$ cat config.mk
export PLATFORM = sky130hd
export DESIGN_NAME = i_prefetch_buffer
export DESIGN_NICKNAME = d
export VERILOG_FILES = /design/src/rtl/i_pf_pkg.sv /design/src/rtl/i_pf_entry.sv /design/src/rtl/i_prefetch_buffer.sv
export SDC_FILE = /design/constraint.sdc
export NUM_CORES = 1
export LEC_CHECK = 0
export ABC_AREA = 1
export CAP_MARGIN = 25
export CORE_MARGIN = 4
export CORE_UTILIZATION = 30
export CTS_CLUSTER_DIAMETER = 120
export DETAILED_ROUTE_END_ITERATION = 10
export GPL_TIMING_DRIVEN = 0
export PLACE_DENSITY = 0.62
export SYNTH_ARGS = -nofsm -noshare
export SYNTH_HDL_FRONTEND = slang
export SYNTH_HIERARCHICAL = 1
export SYNTH_SLANG_ARGS = --single-unit
$ cat constraint.sdc
create_clock -name clk -period 2.2 [get_ports clk]
set_input_delay 0.33 -clock clk [delete_from_list [all_inputs] [get_ports clk]]
set_output_delay 0.33 -clock clk [all_outputs]
set_load 0.05 [all_outputs]
$ cat src/rtl/i_pf_pkg.sv
// i_pf_pkg: shared widths and FSM state type for the instruction prefetch buffer
package i_pf_pkg;
  localparam int LINE_W = 128;
  localparam int LADDR_W = 28;
  typedef enum logic [1:0] {IDLE, FETCH, RESP, PREFETCH} state_t;
endpackage

$ cat src/rtl/i_pf_entry.sv
// i_pf_entry: single prefetch line entry with hit compare and next-line address
import i_pf_pkg::*;
module i_pf_entry (
  input  logic               clk,
  input  logic               rst_n,
  input  logic               clear,
  input  logic               load,
  input  logic [LADDR_W-1:0] base_addr,
  input  logic [LADDR_W-1:0] lookup_addr,
  input  logic [LINE_W-1:0]  load_data,
  output logic               hit,
  output logic [LADDR_W-1:0] pf_addr,
  output logic [LINE_W-1:0]  pf_data
);
  logic pf_valid;
  assign hit = pf_valid && lookup_addr == pf_addr;
  always_ff @(posedge clk or negedge rst_n)
    if (!rst_n) begin
      pf_valid <= 1'b0;
      pf_addr  <= '0;
      pf_data  <= '0;
    end else if (clear) begin
      pf_valid <= 1'b0;
      pf_addr  <= base_addr + LADDR_W'(1);
    end else if (load) begin
      pf_valid <= 1'b1;
      pf_data  <= load_data;
    end
endmodule

$ cat src/rtl/i_prefetch_buffer.sv
// i_prefetch_buffer: next-line instruction prefetcher between icache and memory
import i_pf_pkg::*;
module i_prefetch_buffer #(
  parameter bit PF_ENABLE = 1'b1,
  parameter int CNT_W     = 16
) (
  input  logic               clk,
  input  logic               rst_n,
  input  logic               cache_read_i,
  input  logic [LADDR_W-1:0] cache_addr_i,
  output logic [LINE_W-1:0]  cache_rdata_o,
  output logic               cache_ready_o,
  output logic               mem_read_o,
  output logic [LADDR_W-1:0] mem_addr_o,
  input  logic [LINE_W-1:0]  mem_rdata_i,
  input  logic               mem_ready_i,
  output logic [CNT_W-1:0]   demand_cnt_o,
  output logic [CNT_W-1:0]   pf_hit_cnt_o
);
  state_t state, nxt;
  logic [LADDR_W-1:0] cur_addr, pf_addr;
  logic [LINE_W-1:0] pf_data;
  logic hit_raw, hit, accept, pf_hit;
  assign hit    = PF_ENABLE && hit_raw;
  assign accept = state == IDLE && cache_read_i;
  assign pf_hit = accept && hit;
  assign cache_ready_o = state == RESP;
  assign mem_read_o    = state == FETCH || state == PREFETCH;
  assign mem_addr_o    = state == PREFETCH ? pf_addr : cur_addr;
  i_pf_entry u_entry (
    .clk        (clk),
    .rst_n      (rst_n),
    .clear      (PF_ENABLE && state == RESP),
    .load       (state == PREFETCH && mem_ready_i),
    .base_addr  (cur_addr),
    .lookup_addr(cache_addr_i),
    .load_data  (mem_rdata_i),
    .hit        (hit_raw),
    .pf_addr    (pf_addr),
    .pf_data    (pf_data)
  );
  always_comb
    nxt = state == IDLE  ? (cache_read_i ? (hit ? RESP : FETCH) : IDLE) :
          state == FETCH ? (mem_ready_i ? RESP : FETCH) :
          state == RESP  ? (PF_ENABLE ? PREFETCH : IDLE) :
                           (mem_ready_i ? IDLE : PREFETCH);
  always_ff @(posedge clk or negedge rst_n)
    if (!rst_n) begin
      state         <= IDLE;
      cur_addr      <= '0;
      cache_rdata_o <= '0;
      demand_cnt_o  <= '0;
      pf_hit_cnt_o  <= '0;
    end else begin
      state <= nxt;
      if (accept) cur_addr <= cache_addr_i;
      if (pf_hit) cache_rdata_o <= pf_data;
      else if (state == FETCH && mem_ready_i) cache_rdata_o <= mem_rdata_i;
      if (accept && ~&demand_cnt_o) demand_cnt_o <= demand_cnt_o + CNT_W'(1);
      if (pf_hit && ~&pf_hit_cnt_o) pf_hit_cnt_o <= pf_hit_cnt_o + CNT_W'(1);
    end
endmodule
# == Word-level counts from Yosys, hierarchy flattened ==
# Cells that the tools add are included.
# totals
register_bits,347
input_bits,160
output_inout_bits,190
elab_cells,44
# classes
addsub,3
eq_ne,4
muxes,12
bitwise_logic,1
reduce_logical,16
# ops
op,count
$mux 128,2
$add 16x1->16 const B,2
$reduce_and 16->1,2
$add 28x1->28 const B,1
$eq 28x28->1,1
$mux 28,1
$mux 2,7
$logic_and 1x1->1,7
$eq 2x2->1 const B,2
$reduce_bool 2->1,2
$eq 2x1->1 const B,1
$logic_not 1->1,2
$logic_not 2->1,1
$mux 1,2
$reduce_and 2->1,1
$logic_or 1x1->1,1
$not 1->1,1

# == Longest topological paths before layout ==
# depth
word_depth,5
depth_mapped,14

# == Cells and area by module ==
# Netlist, hierarchy kept.
# modules_own_cells
module,instances,cells_per_inst,area_each_um2
i_prefetch_buffer,1,1174,9392.8
i_pf_entry,1,634,7397.1

# == Worst setup path before layout ==
# No wires, ideal clock.
# synth_timing
path_kind,register to register
from,register state[1]
to,register u_entry.pf_data[100]
arrival_time_ns,2.109
required_ns,2.075
path_slack_ns,-0.034
path_stages_with_launch,9
n_path_buf,3
period_less_slack_ns,2.234
cell_sequence,dfrtp_1 -> inv_1 -> nor2_1 -> buf_6 -> inv_4 -> nand2_2 -> buf_6 -> buf_6 -> mux2_4
# synth_via
elab_chain_len,3
# synth_lines
element,line_no,text
start: declaration,i_prefetch_buffer.sv:20,"state_t state, nxt;"
start signal: assignment,i_prefetch_buffer.sv:55,state <= nxt;
$eq 2x2->1,n/a,
net cache_ready_o,i_prefetch_buffer.sv:12,"output logic cache_ready_o,"
$not 1->1 (no source line),n/a,
$reduce_and 2->1 (no source line),n/a,
end signal: assignment,i_pf_entry.sv:27,pf_data <= load_data;
end: declaration,i_pf_entry.sv:13,output logic [LINE_W-1:0] pf_data
# The timed path passes the listed nets, and every way through them passes these cells.
# A chain may end at the register's enable or synchronous reset.

# == Worst setup path after layout ==
# layout_timing
from,register state[0]
to,register cache_rdata_o[63]
# layout_via
elab_chain_len,4
# layout_lines
element,line_no,text
$logic_not 2->1,i_prefetch_buffer.sv:25,assign accept = state == IDLE && cache_read_i;
$logic_and 1x1->1,i_prefetch_buffer.sv:25,
$logic_and 1x1->1,i_prefetch_buffer.sv:26,assign pf_hit = accept && hit;
$mux 128 or $reduce_bool 2->1 (tied branches),n/a,
end signal: assignment,i_prefetch_buffer.sv:57,if (pf_hit) cache_rdata_o <= pf_data;
end signal: assignment,i_prefetch_buffer.sv:58,else if (state == FETCH && mem_ready_i) cache_rdata_o <= mem_rdata_i;
end: declaration,i_prefetch_buffer.sv:11,"output logic [LINE_W-1:0] cache_rdata_o,"
# Several ways; a longest one is shown, not always the timed one.

==> results.md <==
Clock tree:
- The CTS buffer count is between 40 and 50.
- Clock-pin slew was measured on the worst setup and hold paths at around 0.060 ns.
- The TritonCTS sink count is about 350.
- In this run the deepest clock path goes through 3 buffers.
- The clock latency reported for the late side of the worst-skew pair is ~0.56 ns.
- The clock tree from TritonCTS is yes.
- CTS built an H-tree with a depth of 2.
- The tree is rooted in a sky130_fd_sc_hd__clkbuf_16.

Finish:
- The final net count is between 2000 and 2500.
- Cells fill between 40% and 50% of the core in the end.
- The number of filler cells placed in the layout is roughly 5200.
- Compared with the post-synthesis result, the final layout area differs by 44.6%.
- The final instance area is about 24000 µm².
- The ratio of cells with drive above 1 in the final layout is between 20 and 25%.

Yosys:
- The average instance in the mapped netlist occupies a little over 9 µm².
- Yosys mapped the design onto 31 distinct sky130hd cell types.
- The dominant cell by count in the synthesized netlist is sky130_fd_sc_hd__nand2_1.
- Of the post-synthesis cell area, the dominant cell type holds about half.
- The number of warnings reported in the yosys synthesis log is 6.
- Synthesis inferred between 300 and 400 register bits.
- After synthesis, the share of flip-flops with an asynchronous set or reset is 100%.
- The commonest cells after synthesis are sky130_fd_sc_hd__nand2_1, sky130_fd_sc_hd__dfrtp_1, sky130_fd_sc_hd__nor2_1.
- The number of nets handed over by synthesis was between 1500 and 2000.
- Synthesis produced 1808 cells.
- In the post-synthesis netlist, the biggest area contributors are sky130_fd_sc_hd__dfrtp_1, sky130_fd_sc_hd__mux2_4, sky130_fd_sc_hd__nand2_1, sky130_fd_sc_hd__o21ai_1, sky130_fd_sc_hd__nand3_1.
- Counting flops with a built-in enable in the synthesized netlist gives 0.
- The top flip-flop cell by instance count after synthesis is sky130_fd_sc_hd__dfrtp_1.
- The cell area after synthesis is ~17000 µm².
- The sequential share of the synthesized area is about half.
- The cell taking the most area after synthesis is sky130_fd_sc_hd__dfrtp_1.

Floorplan:
- The initial utilization of the core area, before any placement, comes to between 30% and 40%.
- The total die area is around 60000 µm².
- The number of top-level design ports is 350.
- After floorplanning, the core was divided into 86 placement rows.
- After floorplanning, the core was sized to cover ~55000 µm².
- The floorplan die height is 245 µm.
- The x dimension of the die is approximately 240 µm.

Global route:
- The pin count of the biggest net entering global routing is 119.
- The routing usage on met1 is between 20% and 30%.
- The initial antenna violation count came to 3.
- Summed over all layers, the global routing overflow is 0.
- Global routing used a little under 30% of the available met2 tracks.
- The wire length of the first global-routing pass is approximately 86000 µm.
- For this run, global-route usage on met3 was measured as 3.63%.
- In this run the most used layer during global routing was met2.
- The number of global-route vias before repair is between 10000 and 15000.
- In the global route stage, overall resource usage came out at 18.1%.

Critical path:
- STA classifies the critical path startpoint as a flip-flop.
- Along the worst path, the maximum fanout reaches 10.
- STA classifies the critical path endpoint as a flip-flop.
- The critical path is of the flip-flop to flip-flop type.
- The register-to-register setup slack is approximately 0.0098 ns.
- The startpoint of the most critical register-to-register path is state[0].
- The data required time at the worst endpoint is between 2 and 3 ns.
- The reg-to-reg endpoint is cache_rdata_o[63].
- The number of cells on the worst reg-to-reg path is 8.
- Data arrives at the worst endpoint at 2.67 ns.

STA:
- For the pin with the worst max-slew slack, the measured transition is 0.700 ns.
- The post-route clock period utilization is about 100%.
- The setup TNS after final layout is 0 ns.
- Clock skew on the completed layout was measured at roughly 0.024 ns.
- The final period demand of the worst path is 2.19 ns.
- The maximum operating frequency is roughly 460 MHz.
- The number of endpoints failing setup at the final stage is 0.
- The final-report max-slew violation count is 0.
- The relative max-transition margin is a little over half.
- The number of hold violations in the final report is 0.
- Setup repair after global routing could not meet its margin everywhere.

Routing:
- Wires add up to around 57000 µm.
- The post-route antenna net violation count is 0.
- The routed wire length per instance is approximately 19 µm.
- In the routed design, unresolved DRC markers number 0.
- The pre-antenna-repair detailed-routing pass consisted of 5 iterations.
- After the first detailed-routing iteration, the DRC count stood at slightly above 900.
- The via count is around 15000.
- In the routed layout, each cell is associated on average with a via count of between 4 and 5.

Placed design:
- The number of port buffers is between 300 and 400.
- The placed wire-length estimate is just under 40000 µm.
- The standard cell area after detailed placement is approximately 21000 µm².
- The global placer's final weighted congestion is 0.871.

Power and ir drop:
- For this design the static power due to leakage is roughly 11 nW.
- The maximum resistive drop on vdd is between 1 and 1.5 mV.
- The total power density per cell area is between 1000 and 1500 nW/µm².

Run status:
- The run finished with clean final reports.

Hold path:
- In this run the worst hold path is classified as input pin to asynchronous set/reset pin.

Job:
- The max-cap check violation count is 0.
## cells by family after synthesis
logic type / count (synthesis) / share of synthesized area [%]
buf+inv: 180 / 5.28
flops: 347 / 51.7
compound gates: 311 / 9.39
xor+xnor: 24 / 1.25
mux: 156 / 12.7
fa+ha+maj: 3 / 0.224
simple gates: 787 / 19.4
## sequential cells by signal (all words and copies together) (netlist names)
register          count
state                 2
u_entry/pf_valid      1
u_entry/pf_addr      28
cache_rdata_o       128
cur_addr             28
demand_cnt_o         16
u_entry/pf_data     128
pf_hit_cnt_o         16
## how the worst max path moves through the flow
stage | start | endpoint | slack [ns]
detailed placement | cache_addr_i[9] | cache_rdata_o[97] | -1.14
floorplan | state[0] | u_entry/pf_data[100] | 0.23
global route | state[0] | cache_rdata_o[62] | -0.09
finish | state[0] | cache_rdata_o[63] | 0.01
global placement | rst_n | cache_rdata_o[45] | -14.73
CTS | state[0] | mem_addr_o[18] | -0.11
## final cells by class
| type | instances | area [µm²] | area share, % |
|---|---|---|---|
| sequential | 347 | 8680 | 35.8 |
| multi-input combinational | 1281 | 7770 | 32.0 |
| timing repair buffer | 390 | 4270 | 17.6 |
| clock buffer | 59 | 1180 | 4.88 |
| buffer | 102 | 1050 | 4.33 |
| tap | 748 | 936 | 3.86 |
| inverter | 77 | 292 | 1.20 |
| clock inverter | 12 | 77.6 | 0.320 |
| antenna | 2 | 5.00 | 0.0206 |
## metal layers
metal | routed length (µm) | part of all wire (%) | up-vias
met3 | 2940 | 5.2 | 85
met1 | 25500 | 45 | 7187
met4 | 1530 | 2.7 | 0
met5 | 0 | 0 | -
li1 | - | - | 6906
met2 | 26900 | 47 | 392
## where the power goes
part / leakage [nW] / switching (mW) / internal (mW)
logic: 6.34 / 10.3 / 7.45
registers: 4.26 / 2.16 / 9.27
clock network: 0.626 / 2.79 / 3.74
## worst max-delay path, cell delays in order, from the launching register on
cell and delay [ns]:
sky130_fd_sc_hd__dfrtp_2 0.44, sky130_fd_sc_hd__buf_4 0.16, sky130_fd_sc_hd__nand2_1 0.06, sky130_fd_sc_hd__inv_1 0.07, sky130_fd_sc_hd__nand2_1 0.27, sky130_fd_sc_hd__buf_4 0.33
sky130_fd_sc_hd__clkbuf_1 0.52, sky130_fd_sc_hd__nand3_1 0.16, sky130_fd_sc_hd__o21ai_1 0.10
## per-stage QoR
step / hold WS (ns) / cells / setup WS (ns) / power, mW
CTS: 0.282 / 2999 / -0.109 / 35.3
detailed placement: 0.278 / 2908 / -1.14 / 27.9
global route: 0.290 / 3018 / -0.0882 / 37.5
finish: 0.287 / 3018 / 0.00980 / 35.7
global placement: 0.475 / 2905 / -14.73 / 27.7
floorplan: 0.0344 / 1808 / 0.230 / 22.2
## repair_timing
item	4_1_cts	5_1_grt
cloned	8	12
setup endpoints to repair	308	214
endpoints found under the hold margin	48	0
pin swaps	10	43
hold buffers	1	0
resized for setup	334	227
buffers inserted	11	7
## layout by cell type (no fill, tap or decap), types with 5 or more instances in the layout
cell type and count:
sky130_fd_sc_hd__clkbuf_8 8, sky130_fd_sc_hd__buf_2 10, sky130_fd_sc_hd__inv_2 5, sky130_fd_sc_hd__mux2_2 43, sky130_fd_sc_hd__dfrtp_1 346, sky130_fd_sc_hd__clkdlybuf4s50_1 291, sky130_fd_sc_hd__nor2_2 17, sky130_fd_sc_hd__clkbuf_1 23
sky130_fd_sc_hd__buf_16 10, sky130_fd_sc_hd__clkbuf_16 53, sky130_fd_sc_hd__nand3_1 125, sky130_fd_sc_hd__inv_1 71, sky130_fd_sc_hd__nor2_4 7, sky130_fd_sc_hd__nand2_1 356, sky130_fd_sc_hd__o21ai_1 211, sky130_fd_sc_hd__o21ai_0 52
sky130_fd_sc_hd__xnor2_1 7, sky130_fd_sc_hd__nand4_1 12, sky130_fd_sc_hd__buf_4 44, sky130_fd_sc_hd__buf_8 34, sky130_fd_sc_hd__buf_6 26, sky130_fd_sc_hd__mux2_4 113, sky130_fd_sc_hd__dlygate4sd2_1 15, sky130_fd_sc_hd__dlymetal6s2s_1 13
sky130_fd_sc_hd__o21ai_2 38, sky130_fd_sc_hd__clkinv_2 9, sky130_fd_sc_hd__nand2_2 9, sky130_fd_sc_hd__nand3_2 48, sky130_fd_sc_hd__clkbuf_2 5, sky130_fd_sc_hd__nor2_1 205, sky130_fd_sc_hd__buf_12 12, sky130_fd_sc_hd__o21bai_1 6
sky130_fd_sc_hd__xor2_1 16
Note: power is estimated with default switching activity, not from simulation.
